### config.mk
export PLATFORM = sky130hd
export DESIGN_NAME = cnu_serial_minsum
export DESIGN_NICKNAME = d
export VERILOG_FILES = /design/src/rtl/ldpc_pkg.sv /design/src/rtl/minsum_tracker.sv /design/src/rtl/cnu_serial_minsum.sv
export SDC_FILE = /design/constraint.sdc
export NUM_CORES = 1
export LEC_CHECK = 0
export BUFFER_PORTS_ARGS = -buffer_cell sky130_fd_sc_hd__buf_2
export CAP_MARGIN = 20
export CORE_MARGIN = 1
export CORE_UTILIZATION = 35
export CTS_CLUSTER_DIAMETER = 50
export DETAILED_ROUTE_END_ITERATION = 16
export HOLD_SLACK_MARGIN = 0.02
export PLACE_DENSITY = 0.65
export REMOVE_ABC_BUFFERS = 1
export SLEW_MARGIN = 30
export SYNTH_ARGS = -nofsm -noshare
export SYNTH_HDL_FRONTEND = slang
export SYNTH_SLANG_ARGS = --single-unit
### constraint.sdc
create_clock -name clk -period 4.1 [get_ports clk]
set_clock_uncertainty 0.15 [all_clocks]
set_input_delay 0.82 -clock clk [delete_from_list [all_inputs] [get_ports clk]]
set_output_delay 0.82 -clock clk [all_outputs]
set_load 0.02 [all_outputs]
### src/rtl/ldpc_pkg.sv
// Shared definitions for the LDPC check-node datapath: default widths,
// the check-node FSM state type and the saturating magnitude helper.
package ldpc_pkg;

  localparam int CNU_QUAN_WIDTH = 6;
  localparam int CNU_MAX_DEG    = 8;

  typedef enum logic [1:0] {
    IDLE    = 2'd0,
    COLLECT = 2'd1,
    EMIT    = 2'd2
  } cnu_state_e;

  // |v| for a w-bit two's-complement value carried sign-extended in 32 bits;
  // the most negative code folds onto the largest positive magnitude.
  function automatic logic [31:0] sat_abs(input logic signed [31:0] v, input int w);
    logic signed [31:0] most_neg;
    most_neg = -(32'sd1 <<< (w - 1));
    if (v == most_neg) begin
      sat_abs = (32'd1 << (w - 1)) - 32'd1;
    end else if (v < 0) begin
      sat_abs = -v;
    end else begin
      sat_abs = v;
    end
  endfunction

endpackage

### src/rtl/minsum_tracker.sv
// Running min1/min2/argmin/sign-parity over the magnitudes of one check node.
// clr restarts the search; upd folds in beat number idx.
module minsum_tracker #(
  parameter int MW = 5,
  parameter int IW = 3
) (
  input  logic          clk,
  input  logic          rst,
  input  logic          clr,
  input  logic          upd,
  input  logic [MW-1:0] mag,
  input  logic          sign,
  input  logic [IW-1:0] idx,
  output logic [MW-1:0] min1,
  output logic [MW-1:0] min2,
  output logic [IW-1:0] idx1,
  output logic          parity
);

  always_ff @(posedge clk) begin
    if (rst || clr) begin
      min1   <= '1;
      min2   <= '1;
      idx1   <= '0;
      parity <= 1'b0;
    end else if (upd) begin
      parity <= parity ^ sign;
      // Strict compares: on a tie the earlier index keeps min1 and the
      // newcomer lands in min2.
      if (mag < min1) begin
        min2 <= min1;
        min1 <= mag;
        idx1 <= idx;
      end else if (mag < min2) begin
        min2 <= mag;
      end
    end
  end

endmodule

### src/rtl/cnu_serial_minsum.sv
// Serial offset-min-sum check-node unit: gathers deg V2C messages, then
// returns deg C2V messages one per accepted handshake.
module cnu_serial_minsum
  import ldpc_pkg::*;
#(
  parameter int  quan_width = CNU_QUAN_WIDTH,
  parameter int  MAX_DEG    = CNU_MAX_DEG,
  parameter int  OFFSET     = 0,
  localparam int DW         = $clog2(MAX_DEG + 1),
  localparam int IW         = $clog2(MAX_DEG),
  localparam int MW         = quan_width - 1
) (
  input  logic                         clk,
  input  logic                         rst,
  input  logic                         start,
  input  logic [DW-1:0]                deg,
  input  logic                         v2c_valid,
  input  logic signed [quan_width-1:0] v2c_in,
  output logic                         v2c_ready,
  output logic                         c2v_valid,
  input  logic                         c2v_ready,
  output logic signed [quan_width-1:0] c2v_out,
  output logic [IW-1:0]                c2v_idx,
  output logic                         busy,
  output logic                         done,
  output logic                         err,
  output cnu_state_e                   dbg_state
);

  localparam logic [MW-1:0] OFF_M = MW'(OFFSET);

  // Handshakes: a beat transfers on a cycle where valid && ready are both
  // high at the rising edge. v2c_ready depends only on state; c2v_valid is
  // held with stable data/index until c2v_ready takes it.

  cnu_state_e          state_q, state_d;
  logic [DW-1:0]       deg_q;
  logic [IW-1:0]       k_q;
  logic [MAX_DEG-1:0]  sign_q;
  logic                done_q, err_q;

  logic                deg_ok, start_ok, v2c_fire, c2v_fire, last_k;
  logic [MW-1:0]       mag_in, min1, min2, m_sel, mag_out;
  logic [IW-1:0]       idx1;
  logic                parity, s_out;

  assign deg_ok   = (deg >= DW'(2)) && (deg <= DW'(MAX_DEG));
  assign start_ok = (state_q == IDLE) && start && deg_ok;
  assign v2c_fire = (state_q == COLLECT) && v2c_valid;
  assign c2v_fire = (state_q == EMIT) && c2v_ready;
  assign last_k   = (DW'(k_q) == (deg_q - DW'(1)));
  assign mag_in   = MW'(sat_abs(32'(v2c_in), quan_width));

  minsum_tracker #(
    .MW(MW),
    .IW(IW)
  ) u_tracker (
    .clk   (clk),
    .rst   (rst),
    .clr   (start_ok),
    .upd   (v2c_fire),
    .mag   (mag_in),
    .sign  (v2c_in[quan_width-1]),
    .idx   (k_q),
    .min1  (min1),
    .min2  (min2),
    .idx1  (idx1),
    .parity(parity)
  );

  always_comb begin
    state_d = state_q;
    case (state_q)
      IDLE:    if (start_ok) state_d = COLLECT;
      COLLECT: if (v2c_fire && last_k) state_d = EMIT;
      EMIT:    if (c2v_fire && last_k) state_d = IDLE;
      default: state_d = IDLE;
    endcase
  end

  always_ff @(posedge clk) begin
    if (rst) begin
      state_q <= IDLE;
      deg_q   <= '0;
      k_q     <= '0;
      sign_q  <= '0;
      done_q  <= 1'b0;
      err_q   <= 1'b0;
    end else begin
      state_q <= state_d;
      done_q  <= 1'b0;
      err_q   <= 1'b0;
      case (state_q)
        IDLE: begin
          if (start && deg_ok) begin
            deg_q  <= deg;
            k_q    <= '0;
            sign_q <= '0;
          end else if (start) begin
            err_q <= 1'b1;
          end
        end
        COLLECT: begin
          if (v2c_fire) begin
            sign_q[k_q] <= v2c_in[quan_width-1];
            k_q         <= last_k ? '0 : k_q + IW'(1);
          end
        end
        EMIT: begin
          if (c2v_fire) begin
            k_q    <= last_k ? '0 : k_q + IW'(1);
            done_q <= last_k;
          end
        end
        default: k_q <= '0;
      endcase
    end
  end

  // Own edge excluded: the argmin edge sees min2, every other edge min1.
  assign m_sel   = (k_q == idx1) ? min2 : min1;
  assign mag_out = (m_sel > OFF_M) ? (m_sel - OFF_M) : '0;
  assign s_out   = parity ^ sign_q[k_q];

  always_comb begin
    c2v_out = '0;
    c2v_idx = '0;
    if (state_q == EMIT) begin
      c2v_out = s_out ? -$signed({1'b0, mag_out}) : $signed({1'b0, mag_out});
      c2v_idx = k_q;
    end
  end

  assign v2c_ready = (state_q == COLLECT);
  assign c2v_valid = (state_q == EMIT);
  assign busy      = (state_q != IDLE);
  assign done      = done_q;
  assign err       = err_q;
  assign dbg_state = state_q;

endmodule

; ---- After elaboration in Yosys (flattened, before gate mapping)
; Index checks and enable logic that the tools add are counted.
[classes]
magnitude_cmp = 8
bitwise = 5
n_eq_ne = 11
addsub = 4
reduce_logical = 22
mux = 27
[op_table]
columns = cell, count
row1 = 5-bit 2-to-1 mux, 6
row2 = 8-bit 2-to-1 mux, 2
row3 = 8-bit case mux with 2 select lines, 1
row4 = 3-bit 2-to-1 mux, 5
row5 = 6-bit 2-to-1 mux, 2
row6 = "2-bit by 1-bit != test with 1-bit output, second input constant", 6
row7 = 5-bit less-than comparator, 2
row8 = 1-bit logical AND, 9
row9 = 3-bit case mux with 3 select lines, 1
row10 = 3-bit AND reduction, 3
row11 = 8-bit bitwise mux, 1
row12 = "6-bit == test, second input constant", 1
row13 = "6-bit by 1-bit less-than comparator with 1-bit output, second input constant", 1
row14 = 2-bit 2-to-1 mux, 3
row15 = 5-bit negator with 6-bit output, 1
row16 = 2-bit case mux with 3 select lines, 1
row17 = 2-bit AND reduction, 3
row18 = 2-bit nonzero test, 3
row19 = 3-bit OR reduction, 2
row20 = "5-bit by 1-bit greater-than comparator with 1-bit output, second input constant", 1
row21 = 5-bit negator, 1
row22 = 3-bit by 4-bit == test with 1-bit output, 1
row23 = "4-bit by 2-bit greater-or-equal comparator with 1-bit output, second input constant", 1
row24 = "4-bit <= comparator, second input constant", 1
row25 = 14 further kinds, 19
[totals]
output_inout_bits = 16
wordCells = 87
inputBits = 15
ff_bits = 33

; ---- Longest topological paths before layout
; Gate-level depths: netlist of run 1.
[logic_depth]
ltp_word = 7
depth_mapped = 13
ltp_nobuf = 12

; ---- Modules after synthesis
; From an unflattened synthesis of run 1, not the netlist that was laid out.
[unflattened]
cells_unflattened = 280
area_unflattened_um2 = 2428.6
[by_module_without_submodules]
columns = mod, seq_area_each_um2, cells_per_inst, n_inst, area_each_um2
row1 = cnu_serial_minsum, 380.4, 186, 1, 1589.0
row2 = minsum_tracker, 280.3, 94, 1, 839.6

; ---- Least setup slack after synthesis of run 1
; Ideal clock, no wire load.
[synth_timing]
path_type = input-to-reg
start = input port v2c_in[1]
end = register u_tracker.min2[4]
slack_ps = 763
arrival_ps = 3054
t_required_ps = 3817
stages = 13
setup_time_ps = 133
path_buffers = 1
cell_sequence = inv_1 -> ha_1 -> nor3b_2 -> nor2_1 -> nor2_1 -> ha_1 -> a21oi_1 -> o21a_1 -> o2111ai_2 -> o31a_1 -> buf_4 -> a2111oi_2 -> a31oi_1
[synth_via]
elab_chain_cells = 6
word_cells_on_any_way = 11
classes_between = add/sub (1) / order compare (3) / eq/ne (1) / mux (4) / reduce/logical (2)
[synth_lines]
columns = element, line_no
row1 = "start, declared", cnu_serial_minsum.sv:18  ; input logic signed [quan_width-1:0] v2c_in,
row2 = 5-bit negator / 6-bit by 1-bit less-than comparator with 1-bit output (equally long branches), "ldpc_pkg.sv:22, ldpc_pkg.sv:21"
row3 = 5-bit 2-to-1 mux, ldpc_pkg.sv:21  ; end else if (v < 0) begin
row4 = 5-bit 2-to-1 mux (*), ldpc_pkg.sv:19  ; if (v == most_neg) begin
row5 = net mag_in[4], cnu_serial_minsum.sv:43  ; logic [MW-1:0] mag_in, min1, min2, m_sel, mag_out;
row6 = "5-bit less-than comparator, on equally long branches", "minsum_tracker.sv:34, minsum_tracker.sv:30"
row7 = 2-bit nonzero test (no line), --
row8 = 2-bit AND reduction (no line), --
row9 = "end signal, assigned", minsum_tracker.sv:31  ; min2 <= min1;
row10 = "end signal, assigned", minsum_tracker.sv:35  ; min2 <= mag;
row11 = "end, declared", minsum_tracker.sv:15  ; output logic [MW-1:0] min2,
; The timed path passes the listed nets; every way through them passes the cells marked *. The select of a mux whose other input is x is not followed.
; A chain may end at the register's enable or synchronous reset.

; ---- Worst setup path in the final report of run 1
[layout_timing]
start = register k_q[2]
end = output port c2v_out[4]
[layout_via]
elab_chain_cells = 7
word_cells_on_any_way = 10
classes_between = add/sub (1) / order compare (1) / eq/ne (1) / mux (6) / bitwise (1)
[layout_lines]
columns = element, line_no
row1 = "start, declared", cnu_serial_minsum.sv:38  ; logic [IW-1:0] k_q;
row2 = "start signal, assigned", cnu_serial_minsum.sv:106  ; k_q <= last_k ? '0 : k_q + IW'(1);
row3 = "start signal, assigned", cnu_serial_minsum.sv:111  ; k_q <= last_k ? '0 : k_q + IW'(1);
row4 = 3-bit == test, cnu_serial_minsum.sv:121  ; assign m_sel = (k_q == idx1) ? min2 : min1;
row5 = 5-bit 2-to-1 mux, cnu_serial_minsum.sv:121
row6 = 5-bit by 1-bit greater-than comparator with 1-bit output, cnu_serial_minsum.sv:122  ; assign mag_out = (m_sel > OFF_M) ? (m_sel - OFF_M) : '0;
row7 = 5-bit 2-to-1 mux, cnu_serial_minsum.sv:122
row8 = 5-bit negator with 6-bit output, cnu_serial_minsum.sv:129  ; c2v_out = s_out ? -$signed({1'b0, mag_out}) : $signed({1'b0, mag_out});
row9 = 6-bit 2-to-1 mux (*), cnu_serial_minsum.sv:129
row10 = 6-bit 2-to-1 mux (*), cnu_serial_minsum.sv:128  ; if (state_q == EMIT) begin
row11 = "end, declared", cnu_serial_minsum.sv:22  ; output logic signed [quan_width-1:0] c2v_out,
; Every way passes the cells marked *; elsewhere a longest branch is shown, timed or not. The select of a mux whose other input is x is not followed.

==> results of run 1 <==
metal layers:
layer / up-vias / share of wire [%] / track usage [%]
met2: 25 / 48 / 24.8
met1: 929 / 48 / 19.5
met3: 4 / 3.0 / 3.28
met5: - / 0 / 0
met4: 0 / 0.94 / 4.86
li1: 1046 / - / -
kinds of logic (layout without fill, tap and decap cells):
| logic type | Yosys count | in the layout | share of synthesized area (%) |
|---|---|---|---|
| multiplexers | 18 | 18 | 7.85 |
| XOR/XNOR | 11 | 11 | 4.53 |
| buffers and inverters | 31 | 61 | 6.11 |
| adder cells (fa/ha/maj) | 16 | 16 | 8.72 |
| AND/OR/NAND/NOR | 112 | 112 | 25.4 |
| flip-flops | 33 | 33 | 28.8 |
| AO/OA/AOI/OAI | 64 | 64 | 18.6 |
worst min-delay path, cell delays in order, from the launching register on:
cell and delay [ns]:
dfxtp_1 0.31, nand2_1 0.05, a21oi_1 0.05
sequential cells by signal, indices dropped and copies added (netlist names):
register and cells:
dbg_state 2, done 1, deg_q 4, u_tracker.min1 5
k_q 3, u_tracker.min2 5, u_tracker.parity 1, sign_q 8
u_tracker.idx1 3, err 1
power groups by stage:
stage	Clock, mW	Combinational (mW)	Sequential, mW
final	0.245	0.566	0.395
after global routing	0.263	0.633	0.400
after CTS	0.253	0.567	0.395
after detailed placement	0	0.563	0.402
after global placement	0	0.556	0.402
after floorplan	0	0.402	0.411
worst min-delay path by stage:
stage / from / to / slack (ns) / depth (start not counted)
2_1_floorplan: sign_q[0] / sign_q[0] / 0.28 / 2
3_3_place_gp: sign_q[0] / sign_q[0] / 0.29 / 2
3_5_place_dp: sign_q[0] / sign_q[0] / 0.30 / 2
4_1_cts: sign_q[0] / sign_q[0] / 0.30 / 2
5_1_grt: sign_q[0] / sign_q[0] / 0.33 / 2
6_report: sign_q[0] / sign_q[0] / 0.31 / 2
layout make-up:
| cell class | count | area share (%) |
|---|---|---|
| timing repair buffer | 34 | 6.95 |
| sequential | 33 | 25.5 |
| multi-input combinational | 221 | 57.6 |
| inverter | 20 | 2.90 |
| clock buffer | 7 | 3.33 |
| tap | 77 | 3.72 |
cells in the mapped netlist (all sizes together), types with 6 or more instances:
cell    number  area share [%]
nand2       23             3.8
xnor2        6             2.3
o21ai       17             3.9
nor2        38             6.3
inv         20             3.3
a21oi       26             6.5
dfxtp       33              29
nand2b       6             1.6
nand3        9             2.0
nor3         8             1.7
ha          16             8.7
mux2i       18             7.9
buf          8             2.3
per-stage QoR:
step | util, % | worst slack [ns] | cell area (µm²) | total power [mW]
6_report | 40.8 | 0.638 | 2590 | 1.21
5_1_grt | 40.8 | 0.382 | 2590 | 1.30
4_1_cts | 40.8 | 0.636 | 2590 | 1.21
3_3_place_gp | 39.5 | 0.614 | 2510 | 0.957
2_1_floorplan | - | 0.645 | 2230 | 0.814
3_5_place_dp | 39.5 | 0.525 | 2510 | 0.965
==> summary.txt, run 1 <==
STA
  • Fmax: 0.289 GHz
  • Final setup TNS: 0 ns
  • Rel. slew slack: 62.9%
  • Fin. Hold Viols: 0
  • Slew Viols, Final: 0
  • RSZ-0062 raised after global routing: false
  • Worst slew pin tran: 0.554 ns
  • Endpoints failing setup: 0
  • Tcrit/Tclk final: 84.4%
  • Final hold slack: 0.306 ns
  • Min Tclk post-route: 3.46 ns

Worst setup path
  • Crit path buffers/inverters: 3
  • Crit Path Max Fanout: 15
  • CP max stage delay: 0.61 ns
  • Reg-to-reg critical path startpoint: deg_q[0]
  • Slowest-stage cell, CP: dfxtp_1
  • Critical Path RT: 3.13 ns
  • Startpoint Class: flop
  • Worst R2R Setup Slack: 1.93 ns
  • Worst setup endpoint: c2v_out[4]
  • Critical path class: reg -> out
  • FF-to-FF path depth: 8
  • Setup crit start: k_q[2]
  • Crit path capture type: output pin
  • Arrival time worst endpoint: 2.49 ns
  • CP cell instances: xnor2_1 > nand3_1 > buf_4 > mux2i_1 > ha_1 > inv_1 > a21oi_1 > nor3_1 > nor3b_1 > buf_2
  • R2R Path End: dbg_state[1]
  • Crit path depth: 10
  • CP delay by family, top: flip-flops

Cells and area
  • Commonest cells after routing, fill and taps aside: 37 x nor2_1, 33 x dfxtp_1, 30 x buf_2
  • Most common cell after layout, fill and taps aside: nor2_1
  • Sequential cell area: 661 µm²
  • Layout area overhead: 13.0%
  • Area of the multi-input gates: 0.00149 mm²
  • Filler Cell Count: 633
  • Non-Filler Instances: 392
  • Share of layout cells above drive strength 1: 18.1%
  • Ant diodes: 0
  • Final net count: 346

Power
  • Comb power frac: 46.9%
  • Reg power frac: 32.8%
  • Clock power frac: 20.3%
  • Max VDD drop: 178 µV
  • Leakage: 1.15 nW
  • Cell Int Power: 708 µW
  • Psw: 498 µW
  • Power per cell area: 465 mW/mm²
  • Switching Share: 41.3%

Die
  • Die height: 83.0 µm
  • Die ar.: 0.00688 mm²
  • Initial core utilization: 36.1%
  • Row cnt: 29
  • I/O pin total: 31
  • Width of the die: 83.0 µm
  • Core area: 0.00635 mm²

GRT
  • Largest net degree at the start of global routing: 20
  • First-pass GRT wire length: 8550 µm
  • GRT overflow: 0
  • Initial antenna violation count: 0
  • Number of global-route vias before repair: 1854
  • GRT Util Overall: 15.1%

Min path
  • Hold Crit Class: reg -> reg

Detailed routing
  • DR pass1 iterations: 4
  • DR vias/cell: 5.11
  • WL/cell: 12.8 µm
  • DR iter-0 viols: 110
  • Final WL: 5000 µm
  • Final ANT Viol Nets: 0
  • Drc violations: 0
  • Via Count: 2004

Placement
  • Placer Congestion: 0.858
  • Inst Count DP: 385
  • DP HPWL: 3860 µm
  • I/O Buffers: 30

CTS
  • Clock Latency Late Sink: 0.28 ns
  • Clk sink count: 33
  • Worst-path clk slew: 0.06 ns
  • Root Buffer: clkbuf_8
  • Hold-fix buffer count after cts: 0
  • Post-CTS Setup Bufs: 0
  • CTS tree: yes
  • Cts repair resizes: 0
  • CTS Buf Count: 5
  • H-tree depth: 2
  • Max clock buf depth: 2

Logic synthesis
  • Synthesized area: 0.00229 mm²
  • Post-synth EDFFs: 0
  • Ys Warns: 0
  • Avg Cell Area, Syn: 8.05 µm²
  • Synth cell types: 51
  • Synth Flop Type: dfxtp_1
  • Synth Register Bits: 33
  • Post-Synthesis Cells: 285
  • Seq/Total Area, Yosys: 28.8%
  • Fraction of registers with async set or reset after synthesis: 0%

Run
  • Max-Cap Viols: 0

Run status
  • Status: finished clean
Note: power is estimated with default switching activity, not from simulation.
==> inputs of run 2 (changes only) <==
Settings changed: PLACE_DENSITY 0.65 to 0.67.
Clock period 4.1 ns to 3.1 ns, I/O delays scaled along.
==> run 2 against run 1 <==
Combinational power rose by 45%; design area grew 7.3%; global-route usage hardly changed; highest routed layer unchanged; non-clock buffer count rose by 15; largest cell class unchanged; die area unchanged; sequential power up 33%; utilization increased by 3.0 points.
==> summary.txt, run 2 (synthesized netlist as in run 1, its figures left out) <==
Worst setup path
  • Critical Path RT: 2.33 ns
  • CP max stage delay: 0.39 ns
  • Worst R2R Setup Slack: 0.88 ns
  • Critical path class: reg -> out
  • Slowest-stage cell, CP: or3b_1
  • Arrival time worst endpoint: 2.24 ns
  • Reg-to-reg critical path startpoint: dbg_state[0]
  • CP cell instances: buf_6 > or3b_1 > a21oi_2 > nor4_4 > xor2_2 > o21a_1 > nor3_2 > buf_4
  • FF-to-FF path depth: 8
  • Crit Path Max Fanout: 9
  • Startpoint Class: flop
  • R2R Path End: dbg_state[1]
  • Crit path capture type: output pin
  • CP delay by family, top: simple AND/OR/NAND/NOR gates
  • Crit path buffers/inverters: 2

Cells and area
  • Share of layout cells above drive strength 1: 25.4%
  • Layout area overhead: 21.2%
  • Commonest cells after routing, fill and taps aside: 37 x nor2_1, 31 x dfxtp_1, 29 x buf_2
  • Most common cell after layout, fill and taps aside: nor2_1
  • Top Registers: sign_q (8), u_tracker.min1 (5), u_tracker.min2 (5)
  • Final net count: 361
  • Ant diodes: 0
  • Biggest register: sign_q
  • Largest register FFs: 8
  • Sequential cell area: 666 µm²
  • Filler Cell Count: 615
  • Post-layout util: 43.8%
  • Area of the multi-input gates: 0.00154 mm²

Die
  • Core area: 0.00635 mm²
  • Die ar.: 0.00688 mm²
  • Width of the die: 83.0 µm
  • I/O pin total: 31
  • Die height: 83.0 µm
  • Initial core utilization: 36.1%
  • Row cnt: 29

CTS
  • Clock Latency Late Sink: 0.29 ns
  • H-tree depth: 2
  • CTS Buf Count: 5
  • Clk sink count: 33
  • Root Buffer: clkbuf_8
  • Max clock buf depth: 2
  • Worst-path clk slew: 0.07 ns
  • CTS tree: yes

Detailed routing
  • DR iter-0 viols: 86
  • Via Count: 2062
  • DR pass1 iterations: 4
  • WL/cell: 13.0 µm
  • Drc violations: 0
  • DR vias/cell: 5.05
  • Final WL: 5300 µm
  • Final ANT Viol Nets: 0

GRT
  • Initial antenna violation count: 0
  • First-pass GRT wire length: 8420 µm
  • Number of global-route vias before repair: 1808
  • GRT overflow: 0
  • GRT Util Overall: 15.0%
  • Largest net degree at the start of global routing: 20

Placement
  • DP HPWL: 3920 µm
  • I/O Buffers: 30
  • Placer Congestion: 0.796

STA
  • Min Tclk post-route: 3.01 ns
  • Final hold slack: 0.308 ns
  • Rel. slew slack: 64.1%
  • Endpoints failing setup: 0
  • Worst slew pin tran: 0.536 ns
  • Tcrit/Tclk final: 97.1%
  • Fin. Hold Viols: 0
  • RSZ-0062 raised after global routing: true
  • Fmax: 0.332 GHz
  • Slew Viols, Final: 0
  • Final setup TNS: 0 ns

Power
  • Max VDD drop: 259 µV
  • Total Power: 1.71 mW
  • Leakage: 1.26 nW
  • Power per cell area: 615 mW/mm²

Min path
  • Hold_sp: sign_q[0]
  • Worst hold path depth: 2
  • Hold Path Sink: sign_q[0]
  • Hold Crit Class: reg -> reg

Run
  • Max-Cap Viols: 0

Run status
  • Status: finished clean
[run 2: cell count changes in the layout (fill, tap and decap cells not counted), moves of 2 or more]
cell / delta
xnor2_2: +3
buf_6: +2
xnor2_1: -3
buf_4: +14
dfxtp_1: -2
[run 2: worst max-delay path by stage]
stage | from | endpoint | slack [ns] | depth (start not counted)
2_1_floorplan | v2c_in[1] | u_tracker.min2[4] | -0.15 | 12
3_3_place_gp | v2c_in[1] | u_tracker.min2[4] | 0.16 | 13
3_5_place_dp | v2c_in[1] | u_tracker.min2[4] | 0.07 | 13
4_1_cts | k_q[0] | c2v_out[1] | 0.02 | 8
5_1_grt | k_q[2] | c2v_out[4] | 0.003 | 8
6_report | k_q[0] | c2v_out[3] | 0.09 | 8
[run 2: metrics by stage]
stage,instance area (µm²),setup slack (ns),cells
2_1_floorplan,2230,-0.155,274
3_3_place_gp,2560,0.158,392
3_5_place_dp,2560,0.0679,392
4_1_cts,2660,0.0208,400
5_1_grt,2780,0.00281,408
6_report,2780,0.0908,408
[run 2: layer usage]
metal | vias to the layer above | track usage [%] | wire, µm
met4 | 0 | 6.74 | 97
met5 | - | 0 | 0
met1 | 948 | 19.9 | 2540
met3 | 9 | 2.98 | 155
met2 | 26 | 23.7 | 2510
li1 | 1079 | - | -
[run 2: repair_timing]
action,CTS,global route
resized for setup,0,16
hold buffers,0,0
setup buffers,0,6
endpoints found under the setup margin,0,4
[run 2: cell type report]
class                           instances  share of cell area, %
Multi-Input combinational cell        221                   55.4
Sequential cell                        33                   23.9
Timing Repair Buffer                   49                   10.9
Clock buffer                            7                   3.46
Tap cell                               77                   3.46
Inverter                               20                   2.70
Clock inverter                          1                  0.180
[run 2: power breakdown]
part           switching (mW)  leakage (nW)  total (mW)  internal, mW
Combinational           0.489         0.933       0.823         0.335
Clock                   0.160        0.0542       0.361         0.201
Sequential             0.0472         0.269       0.525         0.478
Total                   0.696          1.26        1.71          1.01
[run 2: worst reg2reg max path: stages, from the launching register on]
cell and delay [ns]:
dfxtp_1 0.38, inv_1 0.10, ha_1 0.28, inv_1 0.30
o22ai_1 0.13, a21oi_2 0.23, a21boi_2 0.27, mux2i_1 0.21
nor2_1 0.05
